--- config.mk ---
export PLATFORM = sky130hd
export DESIGN_NAME = atm_bank
export DESIGN_NICKNAME = d
export VERILOG_FILES = /design/src/rtl/atm_pkg.sv /design/src/rtl/atm_acct_store.sv /design/src/rtl/atm_bank.sv
export SDC_FILE = /design/constraint.sdc
export NUM_CORES = 1
export LEC_CHECK = 0
export ABC_AREA = 1
export ABC_CLOCK_PERIOD_IN_PS = 8500
export CAP_MARGIN = 20
export CORE_UTILIZATION = 48
export CTS_CLUSTER_DIAMETER = 80
export CTS_CLUSTER_SIZE = 20
export DETAILED_ROUTE_END_ITERATION = 16
export GPL_ROUTABILITY_DRIVEN = 0
export PLACE_DENSITY_LB_ADDON = 0.2
export SLEW_MARGIN = 20
export SYNTH_ARGS = -nofsm -noshare
export SYNTH_HDL_FRONTEND = slang
export SYNTH_SLANG_ARGS = --single-unit
--- constraint.sdc ---
create_clock -name clk -period 8.5 [get_ports clk]
set_input_delay 1.275 -clock clk [delete_from_list [all_inputs] [get_ports clk]]
set_output_delay 1.275 -clock clk [all_outputs]
set_load 0.02 [all_outputs]
--- src/rtl/atm_pkg.sv ---
// Shared encodings for the ATM account controller: opcodes, FSM states and status codes.
// The optional lockout feature is selected with the ATM_LOCKOUT_EN macro in the RTL files.
package atm_pkg;

    typedef logic [2:0] atm_code_t;

    localparam atm_code_t OP_BALANCE  = 3'd3;
    localparam atm_code_t OP_WITHDRAW = 3'd4;
    localparam atm_code_t OP_DEPOSIT  = 3'd5;
    localparam atm_code_t OP_CHG_PIN  = 3'd6;

    localparam logic [2:0] ST_IDLE = 3'd0;
    localparam logic [2:0] ST_ACC  = 3'd1;
    localparam logic [2:0] ST_PIN  = 3'd2;
    localparam logic [2:0] ST_EXEC = 3'd3;
    localparam logic [2:0] ST_RESP = 3'd4;

    localparam atm_code_t STS_OK       = 3'd0;
    localparam atm_code_t STS_NO_ACCT  = 3'd1;
    localparam atm_code_t STS_BAD_PIN  = 3'd2;
    localparam atm_code_t STS_INSUF    = 3'd3;
    localparam atm_code_t STS_SAME_PIN = 3'd4;
    localparam atm_code_t STS_LOCKED   = 3'd5;
    localparam atm_code_t STS_BAD_OP   = 3'd6;
    localparam atm_code_t STS_OVERFLOW = 3'd7;

endpackage

--- src/rtl/atm_acct_store.sv ---
// Account storage: PIN and balance arrays with one combinational read port and one write port.
// With ATM_LOCKOUT_EN defined it also holds per-account wrong-PIN counters, cleared by rst.
module atm_acct_store
    import atm_pkg::*;
#(
    parameter int NUM_ACCTS = 10,
    parameter int ACC_W     = 4,
    parameter int PIN_W     = 14,
    parameter int BAL_W     = 14,
    parameter int TRY_W     = 2
) (
    input  logic             clk,
    input  logic [ACC_W-1:0] rd_idx,
    output logic [PIN_W-1:0] rd_pin,
    output logic [BAL_W-1:0] rd_bal,
    input  logic             wr_data_en,
    input  logic [ACC_W-1:0] wr_idx,
    input  logic [PIN_W-1:0] wr_pin,
    input  logic [BAL_W-1:0] wr_bal
`ifdef ATM_LOCKOUT_EN
    ,
    input  logic             rst,
    output logic [TRY_W-1:0] rd_try,
    input  logic             wr_try_en,
    input  logic [TRY_W-1:0] wr_try
`endif
);

    logic [PIN_W-1:0] pin_mem [NUM_ACCTS];
    logic [BAL_W-1:0] bal_mem [NUM_ACCTS];
    logic             rd_hit;
    logic             wr_hit;

    assign rd_hit = {1'b0, rd_idx} < (ACC_W+1)'(NUM_ACCTS);
    assign wr_hit = {1'b0, wr_idx} < (ACC_W+1)'(NUM_ACCTS);
    assign rd_pin = rd_hit ? pin_mem[rd_idx] : '0;
    assign rd_bal = rd_hit ? bal_mem[rd_idx] : '0;

    // Pins and balances have no reset: they survive rst by design.
    always_ff @(posedge clk) begin
        if (wr_data_en && wr_hit) begin
            pin_mem[wr_idx] <= wr_pin;
            bal_mem[wr_idx] <= wr_bal;
        end
    end

`ifdef ATM_LOCKOUT_EN
    logic [TRY_W-1:0] try_mem [NUM_ACCTS];

    assign rd_try = rd_hit ? try_mem[rd_idx] : '0;

    always_ff @(posedge clk) begin
        if (rst) begin
            for (int i = 0; i < NUM_ACCTS; i++) try_mem[i] <= '0;
        end else if (wr_try_en && wr_hit) begin
            try_mem[wr_idx] <= wr_try;
        end
    end
`endif

endmodule

--- src/rtl/atm_bank.sv ---
// ATM account controller: a five-state request FSM in front of a small account store.
// Define ATM_LOCKOUT_EN to lock an account after MAX_TRIES consecutive wrong PINs.
module atm_bank
    import atm_pkg::*;
#(
    parameter int NUM_ACCTS = 10,
    parameter int ACC_W     = 4,
    parameter int PIN_W     = 14,
    parameter int BAL_W     = 14,
    parameter int MAX_TRIES = 3
) (
    input  logic             clk,
    input  logic             rst,
    input  logic             req_valid,
    output logic             req_ready,
    input  logic [2:0]       op,
    input  logic [ACC_W-1:0] acc_num,
    input  logic [PIN_W-1:0] pin,
    input  logic [PIN_W-1:0] new_pin,
    input  logic [BAL_W-1:0] amount,
    input  logic             language,
    input  logic             init_we,
    input  logic [ACC_W-1:0] init_idx,
    input  logic [PIN_W-1:0] init_pin,
    input  logic [BAL_W-1:0] init_bal,
    output logic             rsp_valid,
    output logic             success,
    output logic [2:0]       status,
    output logic [BAL_W-1:0] balance,
    output logic             lang_out,
    output logic [2:0]       state
);
    // state | meaning
    // IDLE  | waiting for a request; init writes allowed
    // ACC   | account range check, lock check
    // PIN   | PIN compare, wrong-PIN counter update
    // EXEC  | run opcode; storage written on the way out
    // RESP  | rsp_valid high for one cycle

    localparam int TRY_W = $clog2(MAX_TRIES + 1);

    logic [2:0]       op_q;
    logic [ACC_W-1:0] acc_q;
    logic [PIN_W-1:0] pin_q;
    logic [PIN_W-1:0] new_pin_q;
    logic [BAL_W-1:0] amt_q;
    logic             lang_q;

    logic [ACC_W-1:0] acct_idx;
    logic [PIN_W-1:0] rd_pin;
    logic [BAL_W-1:0] rd_bal;
    logic             acct_ok;
    logic             pin_bad;
    logic             locked;
    logic             init_hit;

    logic [BAL_W:0]   dep_sum;
    atm_code_t        exec_sts;
    logic [BAL_W-1:0] exec_bal;
    logic [PIN_W-1:0] exec_pin;
    logic             exec_wr;

    logic [2:0]       state_nx;
    logic             rsp_load;
    atm_code_t        rsp_sts;
    logic [BAL_W-1:0] rsp_bal;

    logic             wr_data_en;
    logic [ACC_W-1:0] wr_idx;
    logic [PIN_W-1:0] wr_pin;
    logic [BAL_W-1:0] wr_bal;

    assign req_ready = (state == ST_IDLE) && !init_we;
    assign rsp_valid = (state == ST_RESP);
    assign acct_idx  = acc_q - ACC_W'(1);
    assign acct_ok   = (acc_q != '0) && ({1'b0, acc_q} <= (ACC_W+1)'(NUM_ACCTS));
    assign pin_bad   = (rd_pin != pin_q);
    assign init_hit  = (state == ST_IDLE) && init_we && ({1'b0, init_idx} < (ACC_W+1)'(NUM_ACCTS));
    assign dep_sum   = {1'b0, rd_bal} + {1'b0, amt_q};

    always_comb begin
        exec_sts = STS_OK;
        exec_bal = rd_bal;
        exec_pin = rd_pin;
        exec_wr  = 1'b0;
        case (op_q)
            OP_BALANCE: exec_sts = STS_OK;
            OP_WITHDRAW: begin
                if (amt_q > rd_bal) exec_sts = STS_INSUF;
                else begin
                    exec_bal = rd_bal - amt_q;
                    exec_wr  = 1'b1;
                end
            end
            OP_DEPOSIT: begin
                if (dep_sum[BAL_W]) exec_sts = STS_OVERFLOW;
                else begin
                    exec_bal = dep_sum[BAL_W-1:0];
                    exec_wr  = 1'b1;
                end
            end
            OP_CHG_PIN: begin
                if (new_pin_q == rd_pin) exec_sts = STS_SAME_PIN;
                else begin
                    exec_pin = new_pin_q;
                    exec_wr  = 1'b1;
                end
            end
            default: exec_sts = STS_BAD_OP;
        endcase
    end

    always_comb begin
        state_nx = state;
        rsp_load = 1'b0;
        rsp_sts  = STS_OK;
        rsp_bal  = '0;
        case (state)
            ST_IDLE: if (req_valid && req_ready) state_nx = ST_ACC;
            ST_ACC: begin
                if (!acct_ok || locked) begin
                    state_nx = ST_RESP;
                    rsp_load = 1'b1;
                    rsp_sts  = !acct_ok ? STS_NO_ACCT : STS_LOCKED;
                end else begin
                    state_nx = ST_PIN;
                end
            end
            ST_PIN: begin
                if (pin_bad) begin
                    state_nx = ST_RESP;
                    rsp_load = 1'b1;
                    rsp_sts  = STS_BAD_PIN;
                end else begin
                    state_nx = ST_EXEC;
                end
            end
            ST_EXEC: begin
                state_nx = ST_RESP;
                rsp_load = 1'b1;
                rsp_sts  = exec_sts;
                rsp_bal  = exec_bal;
            end
            default: state_nx = ST_IDLE;
        endcase
    end

    always_ff @(posedge clk) begin
        if (rst) begin
            state    <= ST_IDLE;
            success  <= 1'b0;
            status   <= STS_OK;
            balance  <= '0;
            lang_out <= 1'b0;
        end else begin
            state <= state_nx;
            if (rsp_load) begin
                success  <= (rsp_sts == STS_OK);
                status   <= rsp_sts;
                balance  <= rsp_bal;
                lang_out <= lang_q;
            end
        end
    end

    always_ff @(posedge clk) begin
        if (req_valid && req_ready) begin
            op_q      <= op;
            acc_q     <= acc_num;
            pin_q     <= pin;
            new_pin_q <= new_pin;
            amt_q     <= amount;
            lang_q    <= language;
        end
    end

    // Init writes only happen in IDLE and request writes only on EXEC exit, so they never collide.
    assign wr_data_en = !rst && (init_hit || ((state == ST_EXEC) && exec_wr));
    assign wr_idx     = (state == ST_IDLE) ? init_idx : acct_idx;
    assign wr_pin     = (state == ST_IDLE) ? init_pin : exec_pin;
    assign wr_bal     = (state == ST_IDLE) ? init_bal : exec_bal;

`ifdef ATM_LOCKOUT_EN
    logic [TRY_W-1:0] rd_try;
    logic [TRY_W-1:0] wr_try;
    logic             wr_try_en;

    assign locked    = (rd_try == TRY_W'(MAX_TRIES));
    assign wr_try_en = !rst && (init_hit || (state == ST_PIN));
    assign wr_try    = ((state == ST_PIN) && pin_bad) ?
                       (locked ? rd_try : rd_try + TRY_W'(1)) : '0;
`else
    assign locked = 1'b0;
`endif

    atm_acct_store #(
        .NUM_ACCTS (NUM_ACCTS),
        .ACC_W     (ACC_W),
        .PIN_W     (PIN_W),
        .BAL_W     (BAL_W),
        .TRY_W     (TRY_W)
    ) u_store (
        .clk        (clk),
        .rd_idx     (acct_idx),
        .rd_pin     (rd_pin),
        .rd_bal     (rd_bal),
        .wr_data_en (wr_data_en),
        .wr_idx     (wr_idx),
        .wr_pin     (wr_pin),
        .wr_bal     (wr_bal)
`ifdef ATM_LOCKOUT_EN
        ,
        .rst        (rst),
        .rd_try     (rd_try),
        .wr_try_en  (wr_try_en),
        .wr_try     (wr_try)
`endif
    );

endmodule
==> impl_metrics.toml <==
[timing]
tightest_slew_ns = 1.02
final_hold_viol_count = 0
finClkSkew_ns = 0.0144
clock.fmax_mhz = 137
setup_violations = 0
setup_tns_ns = 0
fin_crit_sh_pct = 86.0
slew_headroom_pct = 31.9
min_period_ns = 7.31
slew_viol_final = 0
rsz0062_at_grt = "false"

[global_route]
grt_pass1_vias = 11686
grt_start_max_net_pins = 88
grt_overflow_total = 0
grt_antenna_before_repair = 0
grt_pass1_wl_um = 66500
track_usage_pct = 24.4

[cts]
post-cts-setup-buffers = 0
cts_buffers = 21
htreeDepth = 1
cts_tree = "yes"
numClockSinks = 352
root_buffer = "clkbuf_16"
cts_buffer_depth = 3
path_clk_slew_ns = 0.09
hold_buffers = 0
insertion_delay_ns = 0.53
cts_resized = 0

[critical_path]
critical_path_arrival_ns = 7.46
setup.worst_path.start_class = "flop"
endpoint_kind = "flop"
critPathRequiredTime_ns = 8.65
cp_common_cell = "nand2_1"
cp_max_fo = 71
slowest_delay_ns = 0.84
path_class = "flop to flop"
crit_slowest_cell = "nor2_4"

[power_and_ir_drop]
switching_share_pct = 27.7
p_comb_share_pct = 17.7
power.density_mw_per_mm2 = 199
pwr-share-clk_pct = 28.3
power_switching_mw = 1.02
p_int_mw = 2.67
p_leak_nw = 6.98
peakVddDrop_v = 0.000256
pwr-share-seq_pct = 53.9

[logic_synthesis]
synth_area_sq_mm = 0.0166
ys_ff_latch = 352
synth_area_leaders = "edfxtp_1 (60%), nand2_1 (10%), nand3_1 (5.4%), nor2_1 (2.9%), dfxtp_1 (2.7%)"
synth_edf_count = 330
synthCells = 1625
ys_types = 44
syn-num-nets = 1745
avgSynthCellArea_sq_um = 10.2
synth-main-ff-cell = "edfxtp_1"
ys.warnings.count = 0
yosys.area.top_type_share_pct = 59.7
yosysTopAreaCell = "edfxtp_1"
async_flop_share_pct = 0
seq_area_frac_synth_pct = 62.3

[floorplan]
num_rows = 67
initial_core_util_pct = 49.1
die_h_um = 188
die_area_sq_mm = 0.0353
core_sq_mm = 0.0338
die_width_um = 188
io_pins = 110

[drt]
wl_per_cell_um = 20.0
antenna_left = 0
drt_iter0_drc = 1139
via_per_inst = 5.61
drc = 0
detailedRoute.firstPassIterationCount = 5
vias = 12078
wirelength_um = 43000

[cells_and_area]
final_net_count = 1812
design_area_sq_mm = 0.0186
post_route_cells_drive_above_1_share_pct = 4.45
nFillCells = 2895
n_antenna_cell = 0
multi_input_area_sq_mm = 0.00555
syn_to_final_growth_pct = 12.1
seq_area_sq_mm = 0.0103

[placed_design]
dpl.hpwl_um = 29500
portBuffers = 109
place_area_sq_mm = 0.0180

[run]
drv_cap = 0

[status]
run_status = "finished, final reports clean"

[hold_path]
hp-class = "flop to flop"
==> cells in the mapped netlist (all sizes together) (2+ instances only) <==
cell type  instances
or2               12
o21ai             98
dfxtp             22
inv               87
mux2i              3
nor3b              2
a21boi             3
a211oi             4
a21o               4
a21oi             66
nand3            180
nor2             133
nor3               7
clkbuf            19
a31oi              6
o221ai            27
o31ai              9
buf               61
edfxtp           330
ha                32
nand2            458
o211ai            14
xor2              16
nand3b            20
fa                 2
nand4              4
==> stage by stage <==
step / setup slack (ns) / cells / hold slack, ns / total power [mW] / utilization, %
after floorplan: 2.49 / 1625 / 0.466 / 2.45 / -
after global placement: 1.47 / 2117 / 0.454 / 2.67 / 53.2
after detailed placement: 1.33 / 2117 / 0.459 / 2.68 / 53.2
after CTS: 1.29 / 2154 / 0.471 / 3.71 / 55.1
after global routing: 0.656 / 2154 / 0.486 / 3.84 / 55.1
final: 1.19 / 2154 / 0.471 / 3.70 / 55.1
==> flip-flops by register name (all words and copies together), names as in the netlist <==
name,flops
status,3
lang_q,1
op_q,3
success,1
amt_q,14
lang_out,1
pin_q,14
acc_q,4
new_pin_q,14
balance,14
u_store.pin_mem,140
u_store.bal_mem,140
state,3
==> routing by layer <==
metal / wire [um] / track usage [%] / part of all wire, % / vias up
met5: 0 / 0 / 0 / -
met4: 1600 / 8.54 / 3.7 / 0
met3: 2030 / 2.10 / 4.7 / 93
met2: 21500 / 42.9 / 50 / 431
met1: 17800 / 31.5 / 41 / 5777
li1: - / - / - / 5777
==> worst max-delay path: cells and delay by family (launching register included) <==
family / cells / cell delay, ns
and+or+nand+nor: 15 / 3.19
buffers and inverters: 5 / 1.73
DFF: 1 / 0.44
adders and majority gates: 2 / 0.65
AOI/OAI and AO/OA: 3 / 0.84
==> path summary, 6_finish.rpt <==
check / start / slack, ns / cells past startpoint / to
max reg2reg: acc_q[0] / 1.19 / 25 / u_store.pin_mem[0][4]
min reg2reg: balance[0] / 0.47 / 2 / balance[0]
max: acc_q[0] / 1.19 / 25 / u_store.pin_mem[0][4]
min: balance[0] / 0.47 / 2 / balance[0]
==> kinds of logic after synthesis <==
group,after synthesis,synth area share [%]
DFF,352,62.3
AOI/OAI and AO/OA,234,8.31
and+or+nand+nor,818,20.9
muxes,3,0.181
adders and majority gates,34,2.65
xor gates and xnor gates,17,0.897
buffers and inverters,167,4.70
==> power groups by stage <==
stage / combinational [mW] / sequential, mW / clock (mW)
after detailed placement: 0.648 / 2.03 / 0
after CTS: 0.651 / 1.99 / 1.06
after floorplan: 0.417 / 2.03 / 0
after global routing: 0.723 / 2.00 / 1.12
after global placement: 0.641 / 2.03 / 0
final: 0.656 / 1.99 / 1.05
==> area by class of cell <==
cell class / count / share of cell area, %
sequential: 352 / 55.6
multi-input combinational: 1106 / 29.8
timing repair buffer: 124 / 6.47
clock buffer: 35 / 3.11
tap: 448 / 3.01
inverter: 87 / 1.77
clock inverter: 2 / 0.188
==> cells in the final DEF, fill, tap and decap left out, types with 9 or more instances in the layout <==
cell type,n
ha_1,31
inv_1,79
a21oi_1,65
nand3_1,178
edfxtp_1,330
xor2_1,16
o31ai_1,9
o21ai_1,16
buf_4,15
o211ai_1,14
clkdlybuf4s50_1,109
o21ai_0,82
nand2_1,451
nor2_1,119
clkbuf_1,14
dfxtp_1,22
clkbuf_16,21
o221ai_1,27
nand3b_1,20
(Power assumes the default switching activity.)
